===== src/rtl/cpu_types_pkg.sv =====
// Shared widths, types and EX/MEM latch payload for the 5-stage MIPS datapath.
package cpu_types_pkg;

    localparam int unsigned WORD_W = 32;
    localparam int unsigned REG_W  = 5;

    typedef logic [WORD_W-1:0] word_t;
    typedef logic [REG_W-1:0]  regbits_t;

    typedef enum logic [1:0] {
        IDLE = 2'd0,
        REQ  = 2'd1,
        DONE = 2'd2
    } exmem_state_t;

    // Everything the EX/MEM latch captures from EX on an advance.
    typedef struct packed {
        word_t    instr;
        word_t    npc;
        word_t    aluout;
        word_t    storedat;
        regbits_t wsel;
        logic     regwr;
        logic     memtoreg;
        logic     halt;
        logic     memrd;
        logic     memwr;
    } exmem_lat_t;

endpackage


===== src/rtl/ex_mem_if.sv =====
// Signal bundle between EX, the EX/MEM latch, the dcache port and MEM/WB.
interface ex_mem_if;
    import cpu_types_pkg::*;

    logic     en;
    logic     flush;
    word_t    ex_Instruction;
    word_t    ex_npc;
    word_t    ex_aluout;
    word_t    ex_storedat;
    regbits_t ex_wsel;
    logic     ex_RegWr;
    logic     ex_MemtoReg;
    logic     ex_MemRd;
    logic     ex_MemWr;
    logic     ex_halt;
    logic     dhit;
    word_t    dmemload;
    logic     dmemREN;
    logic     dmemWEN;
    word_t    dmemaddr;
    word_t    dmemstore;
    word_t    mem_Instruction;
    word_t    mem_npc;
    word_t    mem_aluout;
    word_t    mem_loaddat;
    regbits_t mem_wsel;
    logic     mem_RegWr;
    logic     mem_MemtoReg;
    logic     mem_halt;
    logic     mem_busy;

    modport exmem (
        input  en, flush, ex_Instruction, ex_npc, ex_aluout, ex_storedat, ex_wsel,
               ex_RegWr, ex_MemtoReg, ex_MemRd, ex_MemWr, ex_halt, dhit, dmemload,
        output dmemREN, dmemWEN, dmemaddr, dmemstore, mem_Instruction, mem_npc,
               mem_aluout, mem_loaddat, mem_wsel, mem_RegWr, mem_MemtoReg, mem_halt,
               mem_busy
    );

    modport tb (
        output en, flush, ex_Instruction, ex_npc, ex_aluout, ex_storedat, ex_wsel,
               ex_RegWr, ex_MemtoReg, ex_MemRd, ex_MemWr, ex_halt, dhit, dmemload,
        input  dmemREN, dmemWEN, dmemaddr, dmemstore, mem_Instruction, mem_npc,
               mem_aluout, mem_loaddat, mem_wsel, mem_RegWr, mem_MemtoReg, mem_halt,
               mem_busy
    );

endinterface


===== src/rtl/ex_mem.sv =====
// EX/MEM pipeline latch with a one-request-per-access dcache controller.
// Holds the latch and stalls upstream via mem_busy until the access hits.
module ex_mem
    import cpu_types_pkg::*;
(
    input  logic    CLK,
    input  logic    nRST,
    ex_mem_if.exmem exif
);

    exmem_state_t state, state_n;
    exmem_lat_t   lat;
    word_t        loaddat;
    logic         load_ev_c;
    logic         ren_c;
    logic         wen_c;
    logic         busy_c;
    logic         start_req_c;

    // Halted instructions never reach the dcache; write wins over read.
    assign start_req_c = (exif.ex_MemRd | exif.ex_MemWr) & ~exif.ex_halt;

    // Next state, request strobes and stall, all decoded from registered state.
    always_comb begin
        state_n   = state;
        load_ev_c = 1'b0;
        ren_c     = 1'b0;
        wen_c     = 1'b0;
        busy_c    = 1'b0;
        case (state)
            REQ: begin
                busy_c = 1'b1;
                wen_c  = lat.memwr;
                ren_c  = lat.memrd & ~lat.memwr;
                if (exif.dhit) begin
                    state_n = DONE;
                end
            end
            default: begin
                load_ev_c = exif.en;
                if (exif.en) begin
                    if (exif.flush) begin
                        state_n = IDLE;
                    end else if (start_req_c) begin
                        state_n = REQ;
                    end else begin
                        state_n = IDLE;
                    end
                end
            end
        endcase
    end

    // Latch capture, load-data capture and FSM state.
    always_ff @(posedge CLK or negedge nRST) begin
        if (!nRST) begin
            state   <= IDLE;
            lat     <= '0;
            loaddat <= '0;
        end else begin
            state <= state_n;
            if (load_ev_c) begin
                loaddat <= '0;
                if (exif.flush) begin
                    lat <= '0;
                end else begin
                    lat <= '{instr:    exif.ex_Instruction,
                             npc:      exif.ex_npc,
                             aluout:   exif.ex_aluout,
                             storedat: exif.ex_storedat,
                             wsel:     exif.ex_wsel,
                             regwr:    exif.ex_RegWr,
                             memtoreg: exif.ex_MemtoReg,
                             halt:     exif.ex_halt,
                             memrd:    exif.ex_MemRd,
                             memwr:    exif.ex_MemWr};
                end
            end else if ((state == REQ) && exif.dhit && lat.memrd && !lat.memwr) begin
                loaddat <= exif.dmemload;
            end
        end
    end

    assign exif.dmemREN         = ren_c;
    assign exif.dmemWEN         = wen_c;
    assign exif.mem_busy        = busy_c;
    assign exif.dmemaddr        = lat.aluout;
    assign exif.dmemstore       = lat.storedat;
    assign exif.mem_Instruction = lat.instr;
    assign exif.mem_npc         = lat.npc;
    assign exif.mem_aluout      = lat.aluout;
    assign exif.mem_loaddat     = loaddat;
    assign exif.mem_wsel        = lat.wsel;
    assign exif.mem_RegWr       = lat.regwr;
    assign exif.mem_MemtoReg    = lat.memtoreg;
    assign exif.mem_halt        = lat.halt;

endmodule


===== src/flat_wrapper.sv =====
// flat-port wrapper written by rule: the top's interface ports become plain ports
module ex_mem_flat import cpu_types_pkg::*;
  (CLK, nRST, exif_en, exif_flush, exif_ex_Instruction, exif_ex_npc, exif_ex_aluout, exif_ex_storedat, exif_ex_wsel, exif_ex_RegWr, exif_ex_MemtoReg, exif_ex_MemRd, exif_ex_MemWr, exif_ex_halt, exif_dhit, exif_dmemload, exif_dmemREN, exif_dmemWEN, exif_dmemaddr, exif_dmemstore, exif_mem_Instruction, exif_mem_npc, exif_mem_aluout, exif_mem_loaddat, exif_mem_wsel, exif_mem_RegWr, exif_mem_MemtoReg, exif_mem_halt, exif_mem_busy);
  ex_mem_if exif_i ();
  input  logic CLK;
  input  logic nRST;
  input wire logic [$bits(exif_i.en)-1:0] exif_en;
  input wire logic [$bits(exif_i.flush)-1:0] exif_flush;
  input wire logic [$bits(exif_i.ex_Instruction)-1:0] exif_ex_Instruction;
  input wire logic [$bits(exif_i.ex_npc)-1:0] exif_ex_npc;
  input wire logic [$bits(exif_i.ex_aluout)-1:0] exif_ex_aluout;
  input wire logic [$bits(exif_i.ex_storedat)-1:0] exif_ex_storedat;
  input wire logic [$bits(exif_i.ex_wsel)-1:0] exif_ex_wsel;
  input wire logic [$bits(exif_i.ex_RegWr)-1:0] exif_ex_RegWr;
  input wire logic [$bits(exif_i.ex_MemtoReg)-1:0] exif_ex_MemtoReg;
  input wire logic [$bits(exif_i.ex_MemRd)-1:0] exif_ex_MemRd;
  input wire logic [$bits(exif_i.ex_MemWr)-1:0] exif_ex_MemWr;
  input wire logic [$bits(exif_i.ex_halt)-1:0] exif_ex_halt;
  input wire logic [$bits(exif_i.dhit)-1:0] exif_dhit;
  input wire logic [$bits(exif_i.dmemload)-1:0] exif_dmemload;
  output wire logic [$bits(exif_i.dmemREN)-1:0] exif_dmemREN;
  output wire logic [$bits(exif_i.dmemWEN)-1:0] exif_dmemWEN;
  output wire logic [$bits(exif_i.dmemaddr)-1:0] exif_dmemaddr;
  output wire logic [$bits(exif_i.dmemstore)-1:0] exif_dmemstore;
  output wire logic [$bits(exif_i.mem_Instruction)-1:0] exif_mem_Instruction;
  output wire logic [$bits(exif_i.mem_npc)-1:0] exif_mem_npc;
  output wire logic [$bits(exif_i.mem_aluout)-1:0] exif_mem_aluout;
  output wire logic [$bits(exif_i.mem_loaddat)-1:0] exif_mem_loaddat;
  output wire logic [$bits(exif_i.mem_wsel)-1:0] exif_mem_wsel;
  output wire logic [$bits(exif_i.mem_RegWr)-1:0] exif_mem_RegWr;
  output wire logic [$bits(exif_i.mem_MemtoReg)-1:0] exif_mem_MemtoReg;
  output wire logic [$bits(exif_i.mem_halt)-1:0] exif_mem_halt;
  output wire logic [$bits(exif_i.mem_busy)-1:0] exif_mem_busy;
  assign exif_i.en = exif_en;
  assign exif_i.flush = exif_flush;
  assign exif_i.ex_Instruction = exif_ex_Instruction;
  assign exif_i.ex_npc = exif_ex_npc;
  assign exif_i.ex_aluout = exif_ex_aluout;
  assign exif_i.ex_storedat = exif_ex_storedat;
  assign exif_i.ex_wsel = exif_ex_wsel;
  assign exif_i.ex_RegWr = exif_ex_RegWr;
  assign exif_i.ex_MemtoReg = exif_ex_MemtoReg;
  assign exif_i.ex_MemRd = exif_ex_MemRd;
  assign exif_i.ex_MemWr = exif_ex_MemWr;
  assign exif_i.ex_halt = exif_ex_halt;
  assign exif_i.dhit = exif_dhit;
  assign exif_i.dmemload = exif_dmemload;
  assign exif_dmemREN = exif_i.dmemREN;
  assign exif_dmemWEN = exif_i.dmemWEN;
  assign exif_dmemaddr = exif_i.dmemaddr;
  assign exif_dmemstore = exif_i.dmemstore;
  assign exif_mem_Instruction = exif_i.mem_Instruction;
  assign exif_mem_npc = exif_i.mem_npc;
  assign exif_mem_aluout = exif_i.mem_aluout;
  assign exif_mem_loaddat = exif_i.mem_loaddat;
  assign exif_mem_wsel = exif_i.mem_wsel;
  assign exif_mem_RegWr = exif_i.mem_RegWr;
  assign exif_mem_MemtoReg = exif_i.mem_MemtoReg;
  assign exif_mem_halt = exif_i.mem_halt;
  assign exif_mem_busy = exif_i.mem_busy;
  ex_mem u_core (.CLK(CLK), .nRST(nRST), .exif(exif_i));
endmodule

===== config.mk =====
export PLATFORM = sky130hd
export DESIGN_NAME = ex_mem_flat
export DESIGN_NICKNAME = d
export VERILOG_FILES = /design/src/rtl/cpu_types_pkg.sv /design/src/rtl/ex_mem_if.sv /design/src/rtl/ex_mem.sv /design/src/flat_wrapper.sv
export SDC_FILE = /design/constraint.sdc
export NUM_CORES = 1
export LEC_CHECK = 0
export CORE_MARGIN = 1.5
export CORE_UTILIZATION = 25
export CTS_BUF_LIST = sky130_fd_sc_hd__clkbuf_16
export CTS_CLUSTER_SIZE = 24
export DETAILED_ROUTE_END_ITERATION = 8
export GPL_TIMING_DRIVEN = 0
export HOLD_SLACK_MARGIN = 0.1
export SYNTH_ARGS = -nofsm -noshare
export SYNTH_HDL_FRONTEND = slang
export SYNTH_SLANG_ARGS = --single-unit

===== constraint.sdc =====
create_clock -name CLK -period 1.9 [get_ports CLK]
set_input_delay 0.38 -clock CLK [delete_from_list [all_inputs] [get_ports CLK]]
set_output_delay 0.38 -clock CLK [all_outputs]
set_load 0.01 [all_outputs]

## Word level (Yosys, flattened, before mapping)

Index checks and enable logic that the tools add are counted.

| word-level totals | value |
|---|---|
| register bits after elaboration | 172 |
| input bits | 175 |
| output and inout bits | 203 |
| word-level logic and storage cells | 38 |

| operators by class | value |
|---|---|
| equality and inequality tests | 2 |
| multiplexer cells | 12 |
| bitwise operators | 5 |
| reduce and logical (&&, ||, !) cells | 7 |

Operator list:

| kind | count |
|---|---|
| two-way mux 138 bit | 1 |
| two-way mux 32 bit | 2 |
| two-way mux 2 bit | 4 |
| two-way mux 1 bit | 5 |
| nonzero test 2 bit | 2 |
| logical AND 1 bit | 3 |
| AND 1 bit | 2 |
| equality test 2 x 1 -> 1 bit (second input constant) | 1 |
| != test 2 bit (second input constant) | 1 |
| NOT 1 bit | 2 |
| AND reduction 2 bit | 1 |
| zero test 1 bit | 1 |
| OR 1 bit | 1 |

## Logic depth before layout (Yosys ltp)

Gate-level depths: netlist (run 1).

| depth | value |
|---|---|
| word-level depth | 6 |
| depth in mapped cells | 6 |
| mapped depth without buffers | 4 |

## Least setup slack after synthesis (run 1)

OpenSTA, ideal clock, no wires.

| path | value |
|---|---|
| kind | register to output |
| start | register u_core.state[1] |
| end | output exif_dmemREN |
| arrival | 1.070 ns |
| required time | 1.520 ns |
| slack | 0.450 ns |
| cell stages (with the launch flop) | 5 |
| buffers on the path | 1 |
| cell sequence | dfrtp_1 -> nand2b_4 -> inv_2 -> clkbuf_1 -> and3_1 |

| on the way | value |
|---|---|
| cells in the longest elaborated chain, start to end | 2 |

RTL lines:

| item | line | text |
|---|---|---|
| from (decl) | ex_mem.sv:11 | `exmem_state_t state, state_n;` |
| from (signal assigned) | ex_mem.sv:61 | `state <= state_n;` |
| equality test 2 x 1 -> 1 bit | ex_mem.sv:30 | `case (state)` |
| two-way mux 1 bit | ex_mem.sv:30 |  |
| to (decl) | flat_wrapper.sv:21 | `output wire logic [$bits(exif_i.dmemREN)-1:0] exif_dmemREN;` |

Every way passes these cells.

## Worst setup path in the final report (run 1)

Ends and elaborated chain as after synthesis.

==> results of run 1 <==
## where the power goes
part / total, W / switching, W / leakage (nW) / internal (W)
clock: 0.00327 / 0.00160 / 0.258 / 0.00167
sequential: 0.00526 / 0.000581 / 2.26 / 0.00468
combinational: 0.00756 / 0.00301 / 3.85 / 0.00456
total: 0.0161 / 0.00519 / 6.37 / 0.0109
## layer usage
metal,share of wire,global-route usage,wire [um]
met5,0,0,0
met4,0.015,0.0475,421
met3,0.071,0.0437,2050
met2,0.50,0.272,14400
met1,0.42,0.191,12100
## final cells by class
type                    instances  area [um^2]
diodes                          1         2.50
plain buffers                 228         1600
clock buffers                  17          425
clock inverters                15          101
fillers                      3507        20700
inverters                      34          135
multi-input cells             459         2890
flip-flops and latches        172         4300
well taps                     455          569
repair buffers                392         3950
## what timing repair did
item                       in CTS  in global routing
gates resized for setup        32                 34
setup endpoints to repair      10                 91
pin swaps                       0                  0
setup buffers                   8                  6
cloned                          0                  0
hold buffers                    1                  0
hold endpoints to repair       84                  0
## worst max-delay path, delay by kind of cell, from the launching register on
| family | cells | cell delay, ps |
|---|---|---|
| buffers and inverters | 4 | 380 |
| and+or+nand+nor | 2 | 340 |
| DFF | 1 | 380 |
## state kept, by name, indices dropped and copies added, names as in the netlist, 2 cells and up
name	cells
u_core.exif.mem_npc	32
u_core.exif.mem_Instruction	32
u_core.exif.dmemaddr	32
u_core.exif.mem_loaddat	32
u_core.state	2
u_core.exif.dmemstore	32
u_core.exif.mem_wsel	5
u_core.lat	2
## how the worst min path moves through the flow
stage	endpoint	from	cells past startpoint
global placement	u_core.exif.dmemstore[18]$_DFFE_PN0P_	u_core.exif.dmemstore[18]$_DFFE_PN0P_	1
floorplan	u_core.exif.dmemaddr[0]$_DFFE_PN0P_	nRST	0
global route	u_core.exif.mem_loaddat[3]$_DFFE_PN0P_	exif_dmemload[3]	3
CTS	u_core.exif.mem_loaddat[6]$_DFFE_PN0P_	exif_dmemload[6]	3
finish	u_core.exif.mem_loaddat[4]$_DFFE_PN0P_	exif_dmemload[4]	3
detailed placement	u_core.exif.mem_npc[31]$_DFFE_PN0P_	nRST	1
## synthesized netlist by cell type, types with 2 or more instances
master | number | share of area
nor2b_1 | 28 | 0.020
o21ai_1 | 13 | 0.0073
clkbuf_1 | 51 | 0.022
buf_2 | 4 | 0.0023
o21ai_0 | 234 | 0.13
mux2_4 | 11 | 0.019
inv_1 | 32 | 0.014
inv_2 | 2 | 0.00085
dfrtp_1 | 172 | 0.48
nor2_1 | 2 | 0.00085
buf_6 | 7 | 0.0089
mux2i_1 | 32 | 0.036
mux2_2 | 19 | 0.024
nand2b_1 | 109 | 0.077
buf_4 | 166 | 0.14
## stage by stage
step,util,worst slack [ps],TNS [ps]
after floorplan,-,450,0
after global placement,0.381,-7370,-1308640
after detailed placement,0.381,-601,-42990
after CTS,0.400,-101,-177
after global routing,0.403,-110,-131
final,0.403,-22.5,-22.5
## cells in the final DEF, fill, tap and decap left out, types with 2 or more instances in the layout
cell type | netlist | final
mux2_2 | 19 | 19
dlymetal6s2s_1 | 0 | 18
mux2_4 | 11 | 11
clkbuf_16 | 0 | 18
nor2_1 | 2 | 2
inv_1 | 32 | 34
clkinv_4 | 0 | 2
buf_6 | 7 | 9
o21ai_0 | 234 | 234
clkinv_2 | 0 | 4
mux2i_1 | 32 | 32
dlygate4sd2_1 | 0 | 3
nor2b_1 | 28 | 28
buf_4 | 166 | 179
clkinvlp_4 | 0 | 4
buf_12 | 1 | 2
dfrtp_1 | 172 | 172
buf_2 | 4 | 4
o21ai_1 | 13 | 13
clkdlybuf4s50_1 | 0 | 351
clkbuf_2 | 0 | 8
clkbuf_1 | 51 | 42
nand2b_1 | 109 | 109
inv_6 | 0 | 3
## cell families (layout without fill, tap and decap cells)
group / Yosys count / after routing / share of synthesized area
other cells: 0 / 1 / 0
simple gates: 146 / 146 / 0.104
buf+inv: 263 / 686 / 0.190
mux: 62 / 62 / 0.0788
flops: 172 / 172 / 0.485
compound gates: 251 / 251 / 0.143
==> run metrics, run 1 <==
Post-synth EDFFs 0; Worst path max stage delay 380 ps; die height roughly 190 um; total die area 0.0366 mm^2; Worst R2R Setup Slack ~110 ps; post-DP HPWL 21,400 um; GP Congestion 0.794; flops & latches, synth 172; grt ovf 0; DR WL/cell 16.3 um; syn_nets ~1,100; share of layout cells above drive strength 1 0.206; maximum root-to-sink buffer count 2; PwrDens 1150 mW/mm^2; Slew headroom 0.522; status complete, but fails checks; DRC 0; MaxCap Viol Count 0; cell count after synthesis just under 900; r2r worst-path depth 6; Post-synth top flop dfrtp_1; Max Clock Freq between 0.5 and 0.6 GHz; max-slew violations 0; Layout area overhead 57.5%; violated checks setup timing; sequential cell area fraction in the yosys report 0.485; row cnt 68; total number of vias 7,478; asr flop ratio synth 1.00; clock-pin slew on the worst setup and hold paths 80 ps; FF-to-FF Start u_core.state[1]$_DFFE_PN0P_; crit-path most repeated cell buf_6; drt first-iter violations ~220; Core Area 0.0347 mm^2; CTS buffer count 17; die width 191 um; placed cell areas roughly 0.013 mm^2; clk_skew around 12 ps; CP arrival between 1500 and 2000 ps; Mapped Area a little under 0.009 mm^2; DR vias/cell 4.22; startpoint type of the worst setup path register; H-tree levels 4; slack of the critical path -22.5 ps; Final Setup Violations 1; worst hold slack 482 ps; Final min period about 1900 ps; initial antenna violation count 1; total power roughly 0.016 W; final-report hold violation count 0; clock latency on the worst-skew pair roughly 440 ps; Finished Cell Area 0.0140 mm^2; Warnings, synthesis 0; GRT Total Usage 0.158; worst hold-check path type input pin to register; period utilization 1.01; Clock Sinks approximately 170; Worst-Margin Slew 716 ps; Starting Density 0.256; CTS tree yes; Root Buffer clkbuf_16; Worst Setup SP u_core.state[1]$_DFFE_PN0P_; Avg Cell Area, Syn 9.93 um^2; RSZ-0062 raised after global routing yes; Cells after DPL 1,726; count of non-filler cells in the finished layout about 1,800; LEAKAGE 6.37 nW; global-route wire length before repair 43,900 um; Final #Nets 1,479; number of global-route vias before repair 7,607; detailed-route wire length 29,000 um; Worst R2R End u_core.exif.dmemstore[21]$_DFFE_PN0P_; crit path to exif_dmemREN; I/O Pins 378; pin count of the biggest net entering global routing 89; critical path's slowest cell dfrtp_1; crit-path max FO 3; Worst Path Required 1520 ps; Port-buffer cells about 380; post-route ant nets 0; Crit. End Element output pin; first drt pass iteration count 4; crit-path cells nand2b_4 > inv_8 > buf_6 > clkbuf_16 > and3_4 > buf_6; Peak supply drop 0.578 mV; Setup Crit Path Kind register to output pin; post-synthesis cell type count 27
Power figures use the tool's default switching activity.
==> inputs of run 2 (changes only) <==
--- a/config.mk
+++ b/config.mk
@@ -12,6 +12,7 @@
 export DETAILED_ROUTE_END_ITERATION = 8
 export GPL_TIMING_DRIVEN = 0
 export HOLD_SLACK_MARGIN = 0.1
+export SLEW_MARGIN = 20
 export SYNTH_ARGS = -nofsm -noshare
 export SYNTH_HDL_FRONTEND = slang
 export SYNTH_SLANG_ARGS = --single-unit
==> constraint.sdc (replaced) <==
create_clock -name CLK -period 2.4 [get_ports CLK]
set_input_delay 0.48 -clock CLK [delete_from_list [all_inputs] [get_ports CLK]]
set_output_delay 0.48 -clock CLK [all_outputs]
set_load 0.01 [all_outputs]
==> run metrics, run 2 (synthesis results as in run 1) <==
CTS buffer count 17 (unchanged); drt first-iter violations 232 (+5.0%); total number of vias 7,453 (-0.33%); MaxCap Viol Count 0 (unchanged); RSZ-0062 raised after global routing no; row cnt 68 (unchanged); pin count of the biggest net entering global routing 89 (unchanged); CTS tree yes; GRT Total Usage 0.157 (-0.00118); first drt pass iteration count 6 (+2); Layout area overhead 55.4%; status completed; I/O Pins 378 (unchanged); PwrDens 912 mW/mm^2 (-21%); number of global-route vias before repair 7,553 (-0.71%); post-DP HPWL 21,400 um (unchanged); Worst Setup SP u_core.state[1]$_DFFE_PN0P_; detailed-route wire length 28,800 um (-0.77%); Worst Path Required 1920 ps (+400 ps); CP arrival 1780 ps (+240 ps); r2r worst-path depth 5 (-1); most common cell after layout, fill and taps aside clkdlybuf4s50_1; GP Congestion 0.794 (unchanged); Final min period ~2300 ps; DR WL/cell 16.4 um (about the same); DRC 0 (unchanged); Core Area 0.0347 mm^2 (unchanged); Crit. End Element output pin; FF-to-FF Start u_core.state[1]$_DFFE_PN0P_; global-route wire length before repair 43,600 um (-0.66%); die height 191 um (unchanged); total power 0.0126 W (-22%); initial antenna violation count 1 (unchanged); Worst R2R Setup Slack 710 ps (+600 ps); DR vias/cell 4.24 (+0.46%); startpoint type of the worst setup path register; maximum root-to-sink buffer count 2 (unchanged); crit path to exif_dmemREN; worst hold-check path type register to register; Worst R2R End u_core.exif.dmemstore[21]$_DFFE_PN0P_; clock latency on the worst-skew pair 440 ps (about the same); fin util 0.397 (-0.00523); LEAKAGE 6.00 nW (-5.9%); grt ovf 0 (unchanged); Worst-Margin Slew 724 ps (+8.12 ps); Setup Crit Path Kind register to output pin; Clock Sinks 172 (unchanged); Starting Density 0.256 (unchanged); share of layout cells above drive strength 1 0.188 (-0.0177); clock-pin slew on the worst setup and hold paths 70 ps (about the same); max-slew violations 0 (unchanged); crit-path max FO 10 (+7); clk_skew 11.4 ps (-0.846 ps); final-report hold violation count 0 (unchanged); Peak supply drop 0.459 mV (-21%); Finished Cell Area 0.0138 mm^2 (-1.3%); H-tree levels 4 (unchanged); placed cell areas 0.0132 mm^2 (unchanged); die width 191 um (unchanged); commonest cells after routing, fill and taps aside clkdlybuf4s50_1, o21ai_0, dfrtp_1, buf_4, nand2b_1; Max Clock Freq 0.443 GHz; total die area 0.0366 mm^2 (unchanged); period utilization 0.941; Post-CTS Setup Repair Bufs 0 (-8); Final Setup Violations 0 (-1); Root Buffer clkbuf_16; Slew headroom 0.517 (-0.00541); Final #Nets 1,465 (-0.95%); Port-buffer cells 376 (unchanged); post-route ant nets 0 (unchanged)
-- run 2: cell count changes in the layout (fill, tap and decap cells not counted), sizes merged --
cell,change
clkdlybuf4s50,+22
dlymetal6s2s,-18
buf,-17
dlygate4sd2,-1
-- run 2: critical path, stage by stage (launching register included) --
cell	delay [ps]
dfrtp_1	410
nand2b_4	190
inv_6	120
clkbuf_8	180
and3_1	160
dlygate4sd2_1	290
-- run 2: worst min path at each step --
stage / from / cells past startpoint / endpoint
CTS: u_core.exif.mem_npc[31]$_DFFE_PN0P_ / 1 / u_core.exif.mem_npc[31]$_DFFE_PN0P_
global route: u_core.exif.mem_npc[31]$_DFFE_PN0P_ / 1 / u_core.exif.mem_npc[31]$_DFFE_PN0P_
floorplan: nRST / 0 / u_core.exif.dmemaddr[0]$_DFFE_PN0P_
finish: u_core.exif.dmemstore[31]$_DFFE_PN0P_ / 1 / u_core.exif.dmemstore[31]$_DFFE_PN0P_
detailed placement: u_core.exif.dmemstore[29]$_DFFE_PN0P_ / 1 / u_core.exif.dmemstore[29]$_DFFE_PN0P_
global placement: u_core.exif.dmemstore[18]$_DFFE_PN0P_ / 1 / u_core.exif.dmemstore[18]$_DFFE_PN0P_
-- run 2: cell type report --
type,instances,area (um^2)
fill,3521,20900
multi-input combinational,459,2890
buffer,228,1570
timing repair buffer,378,3800
sequential,172,4300
clock inverter,15,101
inverter,34,133
antenna,1,2.50
clock buffer,17,425
tap,455,569
-- run 2: timing repair --
| item | 4_1_cts | 5_1_grt |
|---|---|---|
| hold buffers | 1 | 0 |
| resized for setup | 9 | 0 |
| hold endpoints to repair | 77 | 0 |
| endpoints found under the setup margin | 2 | 0 |
-- run 2: stage by stage --
| step | setup slack (ps) | std cells | hold slack [ps] | TNS [ps] |
|---|---|---|---|---|
| final | 140 | 1759 | 507 | 0 |
| after global routing | 11.9 | 1759 | 521 | 0 |
| after CTS | 62.6 | 1758 | 514 | 0 |
| after detailed placement | -201 | 1726 | 497 | -392 |
| after global placement | -6970 | 1725 | 490 | -1195920 |
| after floorplan | 850 | 894 | 184 | 0 |
-- run 2: where the power goes --
group          internal (W)  total [W]  switching, W
Combinational       0.00350    0.00582       0.00232
Clock               0.00132    0.00258       0.00126
Sequential          0.00370    0.00417      0.000470
Total               0.00852     0.0126       0.00406
-- run 2: per-layer routing --
layer	global-route usage	share of wire	wire length, um	vias to the layer above
met1	0.189	0.42	12000	3621
met4	0.0475	0.015	421	0
met5	0	0	0	-
met3	0.0437	0.068	1960	20
li1	-	-	-	3576
met2	0.270	0.50	14400	236
==> RTL change: new RTL, flow settings as in run 2 <==
Change the package constant `REG_W` from 5 to 7.
--- a/src/rtl/cpu_types_pkg.sv
+++ b/src/rtl/cpu_types_pkg.sv
@@ -4,3 +4,3 @@
     localparam int unsigned WORD_W = 32;
-    localparam int unsigned REG_W  = 5;
+    localparam int unsigned REG_W  = 7;
 
Interface: changed (resized exif_ex_wsel and exif_mem_wsel); port bits go from 378 to 382. No check against the original RTL was run, so the function may have changed too.
==> RTL change against run 2 <==
  * Maximum frequency decreased by 1.7%
  * Largest power group unchanged
  * Sequential cell count is 2 higher
  * Worst setup slack got worse by 40 ps
  * Area after synthesis rose by 1.2%
  * Total power is 3.4% higher
  * Final cell count grew 1.3%
  * Wire length is 4.6% higher
  * Cell area rose by 1.7%
==> RTL change: results (changes against run 2) <==
sequential-to-total area share from yosys stat=0.4847 (was 0.4849); highest clock rate=434.9 MHz (was 442.6 MHz); Global Route Usage Sum=0.1624 (was 0.1568); Placement Setup Slack=-136.6 ps (was -201.0 ps); share of cells above drive strength 1=0.1932 (was 0.1880); class of the tightest hold or removal check=in2async (was reg2reg); cell area reported after detailed placement=13420 µm² (was 13240 µm²); leakage power=6.078 nW (was 6.000 nW); met3 Resource Use GR=0.05474 (was 0.04369); n_diodes=0 (was 1); Worst VDD drop=508.1 µV (was 459.1 µV); met1 track demand over resource=0.1956 (was 0.1895); largest net degree at the start of global routing=88 (was 89); number of nets in the layout=1484 (was 1465); M2 GR Usage=0.2749 (was 0.2695); via count=7503 (was 7453); Wirelength per Cell=16.89 µm (was 16.35 µm); Max-slew headroom=0.4936 (was 0.5171); status=finished clean (unchanged); drt initial violations=188 (was 232); data arrival time of the critical path=1820 ps (was 1780 ps); flop-to-flop setup slack=580 ps (was 710 ps); FF-to-FF path depth=6 (was 5); leading post-synthesis cells by cell area=sky130_fd_sc_hd__dfrtp_1 (48%), sky130_fd_sc_hd__buf_4 (14%), sky130_fd_sc_hd__o21ai_0 (13%) (unchanged); via count of the first global-routing pass=7634 (was 7553); dpl hpwl=22600 µm (was 21410 µm); count of cell types in the netlist=26 (was 27); number of nets produced by synthesis=1082 (was 1069); largest clock skew in the final design=8.571 ps (was 11.37 ps); routability congestion estimate from global placement=0.7957 (was 0.7944)
RTL change: cell types whose count changed after synthesis, sizes merged:
| cell | delta |
|---|---|
| o21ai | +4 |
| and2b | -1 |
| clkbuf | -3 |
| buf | +6 |
| nand2b | +2 |
| nor2b | +1 |
| dfrtp | +2 |
RTL change: metrics by stage:
stage	total power [mW]	cells	hold WS, ps
floorplan	7.182	905	184.4
global placement	10.22	1746	488.9
detailed placement	10.29	1748	298.5
CTS	13.23	1781	397.3
global route	13.84	1781	427.7
finish	13.01	1781	461.2
RTL change: final cells by class:
class,instances,area share
Sequential cell,174,0.3104
Timing Repair Buffer,383,0.2762
Multi-Input combinational cell,465,0.2058
Buffer,232,0.1167
Tap cell,461,0.04111
Clock buffer,17,0.03032
Clock inverter,15,0.01035
Inverter,34,0.009097
RTL change: path summary, 6_finish.rpt:
| path | startpoint | endpoint |
|---|---|---|
| max | u_core.state[1] | exif_dmemREN |
| min | nRST | u_core.exif.mem_loaddat[1] |
| max reg2reg | u_core.state[1] | u_core.exif.mem_loaddat[19] |
| min reg2reg | u_core.exif.dmemstore[30] | u_core.exif.dmemstore[30] |
| max in group asynchronous | nRST | u_core.exif.mem_npc[31] |
| min in group CLK | u_core.exif.dmemstore[30] | u_core.exif.dmemstore[30] |
RTL change: what timing repair did:
action,in CTS,in global routing
hold buffers,1,0
resized for setup,10,2
endpoints found under the hold margin,9,0
endpoints found under the setup margin,2,1
pin swaps,0,0
RTL change: worst max-delay path, delay by kind of cell, from the launching register on:
kind	cells	cell delay, ps
simple gates	2	340
buf+inv	4	620
flops	1	400
RTL change: per-layer routing:
metal | up-vias | wire, µm | share of wire
li1 | 3618 | - | -
met1 | 3591 | 12700 | 0.42
met2 | 271 | 14490 | 0.48
met3 | 21 | 2550 | 0.085
met4 | 2 | 338 | 0.011
met5 | - | 13 | 0.00043
RTL change: kinds of logic (layout without fill, tap and decap cells):
logic type | Yosys count | in the layout | share of synthesized area
and+or+nand+nor | 148 | 148 | 0.1042
buffers and inverters | 266 | 681 | 0.1939
AOI/OAI and AO/OA | 255 | 255 | 0.1432
muxes | 62 | 62 | 0.07409
DFF | 174 | 174 | 0.4847
RTL change: power by group:
part | switching (mW) | total [mW] | internal, mW | leakage, nW
sequential | 0.479 | 4.22 | 3.74 | 2.29
clock | 1.29 | 2.82 | 1.53 | 0.275
combinational | 2.39 | 5.96 | 3.58 | 3.51
total | 4.16 | 13.0 | 8.85 | 6.08
